**src/rtl/seq_det_pkg.sv**
```systemverilog
`default_nettype none
//==============================================================================
// Module      : seq_det_pkg
// Description : Shared types and constants for the multi-channel "101"
//               sequence detector. The overlap mode is fixed at build time
//               by the SEQ_OVERLAP_EN macro.
// Revision    : 1.0 - initial release
//==============================================================================
package seq_det_pkg;

   // Detector states; encoding 3 is unreachable and treated as A.
   typedef enum logic [1:0] {
      ST_A = 2'd0,
      ST_B = 2'd1,
      ST_C = 2'd2,
      ST_X = 2'd3
   } state_t;

`ifdef SEQ_OVERLAP_EN
   localparam bit c_overlap_en = 1'b1;
`else
   localparam bit c_overlap_en = 1'b0;
`endif

   // State entered after a completed match: B keeps the trailing '1'
   // so it can start the next pattern.
   localparam state_t c_match_next = c_overlap_en ? ST_B : ST_A;

endpackage
`default_nettype wire

```
**src/rtl/seq_det_step.sv**
```systemverilog
`default_nettype none
//==============================================================================
// Module      : seq_det_step
// Description : Combinational Mealy next-state / match function of the "101"
//               detector, shared by every channel.
// Revision    : 1.0 - initial release
//==============================================================================
module seq_det_step
   import seq_det_pkg::*;
(
   input  state_t state,
   input  logic   bit_in,
   output state_t next,
   output logic   match
);

   // Next state and match flag for one serial bit
   always_comb begin
      next  = ST_A;
      match = 1'b0;
      case (state)
         ST_A: next = bit_in ? ST_B : ST_A;
         ST_B: next = bit_in ? ST_B : ST_C;
         ST_C: begin
            if (bit_in) begin
               match = 1'b1;
               next  = c_match_next;
            end else begin
               next  = ST_A;
            end
         end
         default: next = ST_A;
      endcase
   end

endmodule
`default_nettype wire

```
**src/rtl/seq_det_sched.sv**
```systemverilog
`default_nettype none
//==============================================================================
// Module      : seq_det_sched
// Description : NCH serial channels share one "101" detector through a
//               round-robin grant. Each channel keeps its own state; matches
//               are reported one cycle after the completing transfer and
//               counted in a saturating counter.
//               Build option: SEQ_OVERLAP_EN selects overlapping detection.
// Revision    : 1.0 - initial release
//==============================================================================
module seq_det_sched
   import seq_det_pkg::*;
#(
   parameter int NCH   = 4,
   parameter int CNT_W = 8
) (
   input  logic                   clk,
   input  logic                   resetn,
   input  logic [NCH-1:0]         ch_valid,
   input  logic [NCH-1:0]         ch_bit,
   output logic [NCH-1:0]         ch_ready,
   input  logic [NCH-1:0]         ch_clear,
   output logic                   det_valid,
   output logic [$clog2(NCH)-1:0] det_ch,
   output logic [CNT_W-1:0]       match_cnt
);

   localparam int                 c_ptr_w = $clog2(NCH);
   localparam logic [c_ptr_w:0]   c_nch   = (c_ptr_w+1)'(NCH);
   localparam logic [c_ptr_w-1:0] c_last  = c_ptr_w'(NCH - 1);
   localparam logic [NCH-1:0]     c_one   = NCH'(1);

   state_t               r_state [NCH];
   logic [c_ptr_w-1:0]   r_ptr;
   logic                 r_det_valid;
   logic [c_ptr_w-1:0]   r_det_ch;
   logic [CNT_W-1:0]     r_match_cnt;

   logic [2*NCH-1:0]     w_dbl;
   logic [NCH-1:0]       w_rot;
   logic [c_ptr_w-1:0]   w_off;
   logic [c_ptr_w:0]     w_sum;
   logic [c_ptr_w-1:0]   w_gidx;
   logic                 w_xfer;
   logic                 w_hit;
   logic                 w_match;
   state_t               w_cur;
   state_t               w_next;

   // Rotate the requests so the pointer position lands on bit 0; the first
   // set bit is then the offset of the winner from the pointer.
   assign w_dbl = {ch_valid, ch_valid} >> r_ptr;
   assign w_rot = w_dbl[NCH-1:0];

   // Lowest set bit of the rotated request vector
   always_comb begin
      w_off = '0;
      for (int i = NCH - 1; i >= 0; i--) begin
         if (w_rot[i]) w_off = c_ptr_w'(i);
      end
   end

   assign w_sum    = {1'b0, r_ptr} + {1'b0, w_off};
   assign w_gidx   = (w_sum >= c_nch) ? c_ptr_w'(w_sum - c_nch) : w_sum[c_ptr_w-1:0];
   assign w_xfer   = resetn & (|ch_valid);
   assign ch_ready = w_xfer ? (c_one << w_gidx) : '0;

   // A clear on the granted channel swallows the bit, so no match escapes.
   assign w_cur = r_state[w_gidx];
   assign w_hit = w_xfer & w_match & ~ch_clear[w_gidx];

   seq_det_step u_step (
      .state  (w_cur),
      .bit_in (ch_bit[w_gidx]),
      .next   (w_next),
      .match  (w_match)
   );

   // Per-channel detector state: clear has priority over the granted update
   always_ff @(posedge clk) begin
      if (!resetn) begin
         for (int k = 0; k < NCH; k++) r_state[k] <= ST_A;
      end else begin
         for (int k = 0; k < NCH; k++) begin
            if (ch_clear[k])       r_state[k] <= ST_A;
            else if (ch_ready[k])  r_state[k] <= w_next;
         end
      end
   end

   // Round-robin pointer, registered match report and saturating counter
   always_ff @(posedge clk) begin
      if (!resetn) begin
         r_ptr       <= '0;
         r_det_valid <= 1'b0;
         r_det_ch    <= '0;
         r_match_cnt <= '0;
      end else begin
         if (w_xfer) r_ptr <= (w_gidx == c_last) ? '0 : w_gidx + c_ptr_w'(1);
         r_det_valid <= w_hit;
         if (w_hit) begin
            r_det_ch <= w_gidx;
            if (r_match_cnt != '1) r_match_cnt <= r_match_cnt + CNT_W'(1);
         end
      end
   end

   assign det_valid = r_det_valid;
   assign det_ch    = r_det_ch;
   assign match_cnt = r_match_cnt;

endmodule
`default_nettype wire
```
**config.mk**
```make
export PLATFORM = sky130hd
export DESIGN_NAME = seq_det_sched
export DESIGN_NICKNAME = d
export VERILOG_FILES = /design/src/rtl/seq_det_pkg.sv /design/src/rtl/seq_det_step.sv /design/src/rtl/seq_det_sched.sv
export SDC_FILE = /design/constraint.sdc
export NUM_CORES = 1
export LEC_CHECK = 0
export ABC_AREA = 1
export CORE_AREA = 2 2 58 60
export DETAILED_ROUTE_END_ITERATION = 10
export DIE_AREA = 0 0 60 62
export HOLD_SLACK_MARGIN = 0.02
export PLACE_DENSITY_LB_ADDON = 0.08
export SLEW_MARGIN = 10
export SYNTH_ARGS = -nofsm -noshare
export SYNTH_HDL_FRONTEND = slang
export SYNTH_SLANG_ARGS = --single-unit
```
**constraint.sdc**
```tcl
create_clock -name clk -period 2.9 [get_ports clk]
set_input_delay 0.29 -clock clk [delete_from_list [all_inputs] [get_ports clk]]
set_output_delay 0.29 -clock clk [all_outputs]
set_load 0.01 [all_outputs]
```
==> flow_metrics.env, run 1 <==
export IMPL_timing_critical_path_max_delay_family="buffers and inverters"
export IMPL_worstReg2RegStart="r_ptr[0]"
export IMPL_number_of_buffers_created_by_cts=3
export IMPL_clock_sink_count=21
export IMPL_r2r_slack_ps=400
export IMPL_antenna_violations_before_repair=0
export IMPL_die_w_um=60
export IMPL_vdd_ir_drop_worst_uv=375
export IMPL_mostFrequentLayoutCell="sky130_fd_sc_hd__nand2_1"
export IMPL_detail_route_vias_per_cell=4.58
export IMPL_timing_worst_setup_path_type="in2out"
export IMPL_relSlewSlack_pct=72.3
export IMPL_p_comb_share_pct=68.3
export IMPL_finalSetupViolCount=0
export IMPL_critical_path_cell_chain="clkdlybuf4s50_1, nand2_1, nand3_1, nand2_1, nand3_1, a21boi_1, ha_2, xor2_2, buf_4, nand2_4, nand2_8, inv_4, nor4_2, buf_4, dlygate4sd2_1"
export IMPL_synth_area_per_cell_um2=6.81
export IMPL_finClkSkew_ps=12.3
export IMPL_detail_route_wl_per_cell_um=10.2
export IMPL_netlist_area_um2=1460
export IMPL_synthesis_nets=231
export IMPL_coreArea_um2=3180
export IMPL_total_of_hold_buffers_inserted_after_clock_tree_synthesis=0
export IMPL_netlist_instances=215
export IMPL_detailedRoute_firstPassIterationCount=4
export IMPL_route_met2_wl_mm=1.47
export IMPL_cts_tree="built"
export IMPL_clk_insertion_delay_late_ps=310
export IMPL_drt_first_iter_violations=46
export IMPL_synthDistinctLibCells=28
export IMPL_postRouteWirelength_mm=3.16
export IMPL_topRoutingLayerUsed="met4"
export IMPL_num_vias=1421
export IMPL_io_buffers=28
export IMPL_clock_power_share_pct=8.3
export IMPL_final_std_cells_w_o_fill=310
export IMPL_clock_root_buffer="sky130_fd_sc_hd__clkbuf_4"
export IMPL_die_area_um2=3720
export IMPL_critPathMaxFanout=5
export IMPL_floorplan_initialDensity_pct=46.0
export IMPL_grt_pass1_wl_mm=4.93
export IMPL_area_delta_synth_final_pct=35.0
export IMPL_final_period_minus_worst_setup_slack_ps=2750
export IMPL_chip_height_um=62
export IMPL_fp_row_count=21
export IMPL_placed_cells=305
export IMPL_worstHoldStart="det_ch[0]"
export IMPL_met1Wirelength_mm=1.55
export IMPL_powerDensity_nw_per_um2=894
export IMPL_clk_path_buf_depth=2
export IMPL_r2r_end="match_cnt[1]"
export IMPL_mostFrequentLayoutCells="61 x sky130_fd_sc_hd__nand2_1, 29 x sky130_fd_sc_hd__inv_1, 28 x sky130_fd_sc_hd__nor2_1, 24 x sky130_fd_sc_hd__clkdlybuf4s50_1"
export IMPL_postPlaceCellArea_um2=1920
export IMPL_crit_path_capture_type="output pin"
export IMPL_design_portCount=29
export IMPL_least_margin_pin_slew_ps=412
export IMPL_nets=281
export IMPL_insertedDiodeCount=0
export IMPL_max_cap_violations=0
export IMPL_cp_buffers_inverters=5
export IMPL_internal_power_w=0.000952
export IMPL_yosysSeqAreaShare_pct=34.2
export IMPL_crit_path_max_incr_delay_ps=440
export IMPL_drive_above_1_share_pct=20.1
export IMPL_vias_in_the_first_global_route=1191
export IMPL_detail_route_drc_violations=0
export IMPL_clk_pin_slew_worst_paths_ps=120
export IMPL_final_util_pct=62.1
export IMPL_slew_violations=0
export IMPL_period_share_pct=94.8
export IMPL_yosysWarningCount=0
export IMPL_critical_path_required_ps=2610
export IMPL_run_status="finished, final reports clean"
export IMPL_worstPathArrival_ps=2460
export IMPL_timing_hold_worst_class="reg2reg"
export IMPL_unrepaired_setup_endpoints_after_global_routing="no"
export IMPL_max_clock_freq_ghz=0.364
export IMPL_antenna_violating_nets_post_route=0
export IMPL_sw_share_pct=46.1
export IMPL_place_detailed_hpwl_mm=2.52
export IMPL_cts_htree_levels=1
export IMPL_power_share_sequential_pct=23.4
export IMPL_leakage_nw=0.932
export IMPL_grt_start_max_net_pins=16
export IMPL_holdPathEnd="det_ch[0]"
export IMPL_global_route_usage_total_pct=17.6
export IMPL_met3RoutedLength_um=102
export IMPL_layout_cell_area_non_filler_um2=1980
export IMPL_ys_ff_latch=21
export IMPL_worstSetupStartpointType="input pin"
export IMPL_hold_depth=2
export IMPL_worstRegToRegCells=20
export IMPL_gp_routability_congestion=0.882
export IMPL_switching_power_w=0.000814
export IMPL_timing_hold_violations_final=0
export IMPL_globalRoute_totalOverflow=0
export IMPL_crit_path_top_delay_cell="sky130_fd_sc_hd__clkdlybuf4s50_1"
-- metrics by stage --
stage / setup slack (ps) / hold WS (ps) / setup TNS, ps / total power (W)
floorplan: 320 / 411 / 0 / 0.00117
global placement: -214 / 469 / -947 / 0.00160
detailed placement: -212 / 475 / -1290 / 0.00161
CTS: 9.60 / 498 / 0 / 0.00178
global route: 12.7 / 535 / 0 / 0.00191
finish: 151 / 493 / 0 / 0.00177
-- cell type report --
class | instances | area, um2
clock buffer | 3 | 22.5
timing repair buffer | 50 | 444
clock inverter | 1 | 5.00
sequential | 21 | 505
multi-input combinational | 155 | 810
inverter | 34 | 131
fill | 300 | 1200
tap | 46 | 57.6
-- power by group through the flow --
stage                     combinational, W  clock, W  sequential, W
final                              0.00121  0.000147       0.000413
after global placement             0.00119         0       0.000415
after floorplan                   0.000759         0       0.000412
after CTS                          0.00121  0.000152       0.000414
after global routing               0.00133  0.000160       0.000422
after detailed placement           0.00119         0       0.000415
-- tightest hold or removal path: cells and delay by family (launching register included) --
family / cells / cell delay (ps)
AND/OR/NAND/NOR: 2 / 140
flip-flops: 1 / 330
-- state kept, by name (all words and copies together) (netlist names) --
signal	flops
match_cnt	8
r_state	8
det_ch	2
r_ptr	2
det_valid	1
-- synth_stat cells --
cell	count	area (um2)
sky130_fd_sc_hd__a21boi_0	1	7.51
sky130_fd_sc_hd__a21oi_1	2	10.0
sky130_fd_sc_hd__buf_2	1	5.00
sky130_fd_sc_hd__buf_4	1	7.51
sky130_fd_sc_hd__buf_6	2	22.5
sky130_fd_sc_hd__clkbuf_1	1	3.75
sky130_fd_sc_hd__clkinv_2	1	5.00
sky130_fd_sc_hd__dfxtp_1	13	260
sky130_fd_sc_hd__edfxtp_1	8	240
sky130_fd_sc_hd__ha_1	2	25.0
sky130_fd_sc_hd__inv_1	29	109
sky130_fd_sc_hd__inv_2	3	11.3
sky130_fd_sc_hd__inv_4	1	6.26
sky130_fd_sc_hd__mux2i_1	2	20.0
sky130_fd_sc_hd__nand2_1	61	229
sky130_fd_sc_hd__nand2_2	7	43.8
sky130_fd_sc_hd__nand2_4	2	22.5
sky130_fd_sc_hd__nand2_8	1	20.0
sky130_fd_sc_hd__nand3_1	22	110
sky130_fd_sc_hd__nand3_2	4	40.0
sky130_fd_sc_hd__nand3_4	1	17.5
sky130_fd_sc_hd__nand4_1	7	43.8
sky130_fd_sc_hd__nor2_1	28	105
sky130_fd_sc_hd__nor2_4	2	22.5
sky130_fd_sc_hd__nor3_1	4	20.0
sky130_fd_sc_hd__nor4_1	3	18.8
sky130_fd_sc_hd__o21ai_0	4	20.0
sky130_fd_sc_hd__xor2_1	2	17.5
-- cells by family after synthesis --
kind of cell | count (synthesis) | share of synthesized area, %
AOI/OAI and AO/OA | 7 | 2.56
xor gates and xnor gates | 2 | 1.20
adders and majority gates | 2 | 1.71
buffers and inverters | 39 | 11.6
DFF | 21 | 34.2
muxes | 2 | 1.37
and+or+nand+nor | 142 | 47.4
-- routing by layer --
metal / vias to the layer above / track usage [%]
met5: - / 0
met1: 619 / 22.0
met4: 0 / 7.30
li1: 776 / -
met2: 21 / 30.4
met3: 5 / 2.69
-- timing repair --
item / in CTS / in global routing
pin swaps: 1 / 1
endpoints found under the setup margin: 4 / 2
cloned: 0 / 0
endpoints found under the hold margin: 0 / 0
buffers inserted: 1 / 0
gates resized for setup: 9 / 2
-- worst max-delay path by stage --
stage / to / depth (start not counted) / from / slack (ps)
2_1_floorplan: r_state[3][0] / 14 / r_ptr[0] / 320
3_3_place_gp: ch_ready[3] / 13 / ch_valid[0] / -210
3_5_place_dp: ch_ready[3] / 13 / ch_valid[0] / -210
4_1_cts: ch_ready[0] / 12 / ch_valid[0] / 10
5_1_grt: ch_ready[3] / 15 / ch_valid[1] / 10
6_report: ch_ready[3] / 15 / ch_valid[1] / 150
Note: power is estimated with default switching activity, not from simulation.
==> run 2: changes to the inputs <==
--- a/config.mk
+++ b/config.mk
@@ -6,6 +6,7 @@
 export NUM_CORES = 1
 export LEC_CHECK = 0
 export ABC_AREA = 1
+export CAP_MARGIN = 15
 export CORE_AREA = 2 2 58 60
 export DETAILED_ROUTE_END_ITERATION = 10
 export DIE_AREA = 0 0 60 62
@@ -15,3 +16,4 @@
 export SYNTH_ARGS = -nofsm -noshare
 export SYNTH_HDL_FRONTEND = slang
 export SYNTH_SLANG_ARGS = --single-unit
+export TNS_END_PERCENT = 20
==> flow_metrics.env, run 2 (synthesized netlist as in run 1, its figures left out) <==
export IMPL_detail_route_drc_violations=0
export IMPL_floorplan_initialDensity_pct=46.0
export IMPL_unrepaired_setup_endpoints_after_global_routing="no"
export IMPL_critical_path_required_ps=2610
export IMPL_critical_path_cell_chain="clkdlybuf4s50_1, nand2_1, nand3_1, nand2_1, nand3_1, a21boi_0, ha_2, xor2_2, inv_1, nand3_4, nand2_8, inv_4, nor4_2, buf_4, dlygate4sd2_1"
export IMPL_timing_worst_setup_path_type="in2out"
export IMPL_timing_hold_violations_final=0
export IMPL_fp_row_count=21
export IMPL_postRouteWirelength_mm=3.13
export IMPL_worstRegToRegCells=20
export IMPL_chip_height_um=62
export IMPL_holdPathEnd="det_ch[0]"
export IMPL_drive_above_1_share_pct=19.8
export IMPL_coreArea_um2=3180
export IMPL_placed_cells=305
export IMPL_period_share_pct=94.3
export IMPL_io_buffers=28
export IMPL_antenna_violations_before_repair=0
export IMPL_r2r_end="match_cnt[1]"
export IMPL_area_of_the_multi_input_gates_um2=810
export IMPL_final_period_minus_worst_setup_slack_ps=2740
export IMPL_place_detailed_hpwl_mm=2.52
export IMPL_leakage_nw=0.940
export IMPL_nets=280
export IMPL_r2r_slack_ps=310
export IMPL_antenna_violating_nets_post_route=0
export IMPL_vias_in_the_first_global_route=1177
export IMPL_cp_buffers_inverters=5
export IMPL_relSlewSlack_pct=72.3
export IMPL_clock_root_buffer="sky130_fd_sc_hd__clkbuf_4"
export IMPL_dp_worst_slack_ps=-212
export IMPL_worstHoldStart="det_ch[0]"
export IMPL_slew_violations=0
export IMPL_cts_htree_levels=1
export IMPL_globalRoute_totalOverflow=0
export IMPL_insertedDiodeCount=0
export IMPL_max_cap_violations=0
export IMPL_cts_tree="built"
export IMPL_die_w_um=60
export IMPL_max_clock_freq_ghz=0.366
export IMPL_final_std_cells_w_o_fill=309
export IMPL_worstPathArrival_ps=2450
export IMPL_drt_first_iter_violations=54
export IMPL_number_of_buffers_created_by_cts=3
export IMPL_mostFrequentLayoutCell="sky130_fd_sc_hd__nand2_1"
export IMPL_least_margin_pin_slew_ps=412
export IMPL_crit_path_max_incr_delay_ps=440
export IMPL_detail_route_vias_per_cell=4.59
export IMPL_post_cts_setup_buffers=0
export IMPL_worstReg2RegStart="r_ptr[0]"
export IMPL_timing_hold_worst_class="reg2reg"
export IMPL_num_fill_cells=303
export IMPL_hold_depth=2
export IMPL_vdd_ir_drop_worst_uv=377
export IMPL_run_status="finished, final reports clean"
export IMPL_detail_route_wl_per_cell_um=10.1
export IMPL_grt_start_max_net_pins=16
export IMPL_grt_pass1_wl_mm=4.86
export IMPL_detailedRoute_firstPassIterationCount=4
export IMPL_design_portCount=29
export IMPL_worstSetupStartpointType="input pin"
export IMPL_finClkSkew_ps=11.1
export IMPL_gp_routability_congestion=0.882
export IMPL_global_route_usage_total_pct=17.4
export IMPL_mostFrequentLayoutCells="61 x sky130_fd_sc_hd__nand2_1, 29 x sky130_fd_sc_hd__inv_1, 28 x sky130_fd_sc_hd__nor2_1, 24 x sky130_fd_sc_hd__clkdlybuf4s50_1, 22 x sky130_fd_sc_hd__nand3_1"
export IMPL_critPathMaxFanout=5
export IMPL_crit_path_top_delay_cell="sky130_fd_sc_hd__clkdlybuf4s50_1"
export IMPL_clock_sink_count=21
export IMPL_area_sequential_um2=505
export IMPL_post_route_worst_setup_slack_ps=164
export IMPL_clk_insertion_delay_late_ps=310
export IMPL_area_delta_synth_final_pct=34.7
export IMPL_clk_pin_slew_worst_paths_ps=120
export IMPL_clk_path_buf_depth=2
export IMPL_die_area_um2=3720
export IMPL_timing_critical_path_max_delay_family="buffers and inverters"
export IMPL_powerDensity_nw_per_um2=889
export IMPL_finalSetupViolCount=0
export IMPL_crit_path_capture_type="output pin"
export IMPL_num_vias=1418
==> run 2: metal layers <==
metal	track usage, %	share of wire (%)	vias to the layer above
met1	21.7	49	621
li1	-	-	777
met2	29.8	46	15
met3	2.69	3.0	5
met4	7.30	1.4	0
met5	0	0	-
==> run 2: what timing repair did <==
item / 4_1_cts / 5_1_grt
hold buffers: 0 / 0
setup endpoints to repair: 4 / 2
resized for setup: 7 / 3
==> run 2: worst max path at each step <==
stage / slack [ps] / from / cells past startpoint / to
after global routing: 10 / ch_valid[1] / 15 / ch_ready[3]
after detailed placement: -210 / ch_valid[0] / 13 / ch_ready[3]
after CTS: -100 / ch_valid[0] / 14 / ch_ready[1]
final: 160 / ch_valid[1] / 15 / ch_ready[3]
after floorplan: 320 / r_ptr[0] / 14 / r_state[3][0]
after global placement: -210 / ch_valid[0] / 13 / ch_ready[3]
==> run 2: metrics by stage <==
step	area (um2)	utilization [%]	total power (W)	TNS (ps)	hold WS, ps
after floorplan	1460	-	0.00117	0	411
after global placement	1920	60.4	0.00160	-947	469
final	1970	62.0	0.00175	0	493
after detailed placement	1920	60.4	0.00161	-1290	475
after global routing	1970	62.0	0.00189	0	535
after CTS	1960	61.8	0.00177	-97.2	498
==> run 2: worst register-to-register path, delay by kind of cell (launching register included) <==
| kind | cells | cell delay (ps) |
|---|---|---|
| AOI/OAI and AO/OA | 1 | 170 |
| xor gates and xnor gates | 1 | 200 |
| adders and majority gates | 1 | 220 |
| buffers and inverters | 5 | 490 |
| DFF | 1 | 410 |
| and+or+nand+nor | 12 | 1090 |
==> run 2: power breakdown <==
group / internal, W / switching (W)
Combinational: 0.000521 / 0.000672
Clock: 0.0000515 / 0.0000946
Sequential: 0.000372 / 0.0000408
==> run 2: layout make-up <==
| type | count | area share, % |
|---|---|---|
| multi-input cells | 155 | 41.1 |
| flip-flops and latches | 21 | 25.6 |
| repair buffers | 49 | 22.3 |
| inverters | 34 | 6.66 |
| well taps | 46 | 2.92 |
| clock buffers | 3 | 1.14 |
| clock inverters | 1 | 0.254 |
==> run 3: changes to the inputs <==
--- a/config.mk
+++ b/config.mk
@@ -6,7 +6,7 @@
 export NUM_CORES = 1
 export LEC_CHECK = 0
 export ABC_AREA = 1
-export CAP_MARGIN = 15
+export CAP_MARGIN = 40
 export CORE_AREA = 2 2 58 60
 export DETAILED_ROUTE_END_ITERATION = 10
 export DIE_AREA = 0 0 60 62
==> results of run 3 <==
The final DEF is identical to that of run 2; final timing and power are the same.
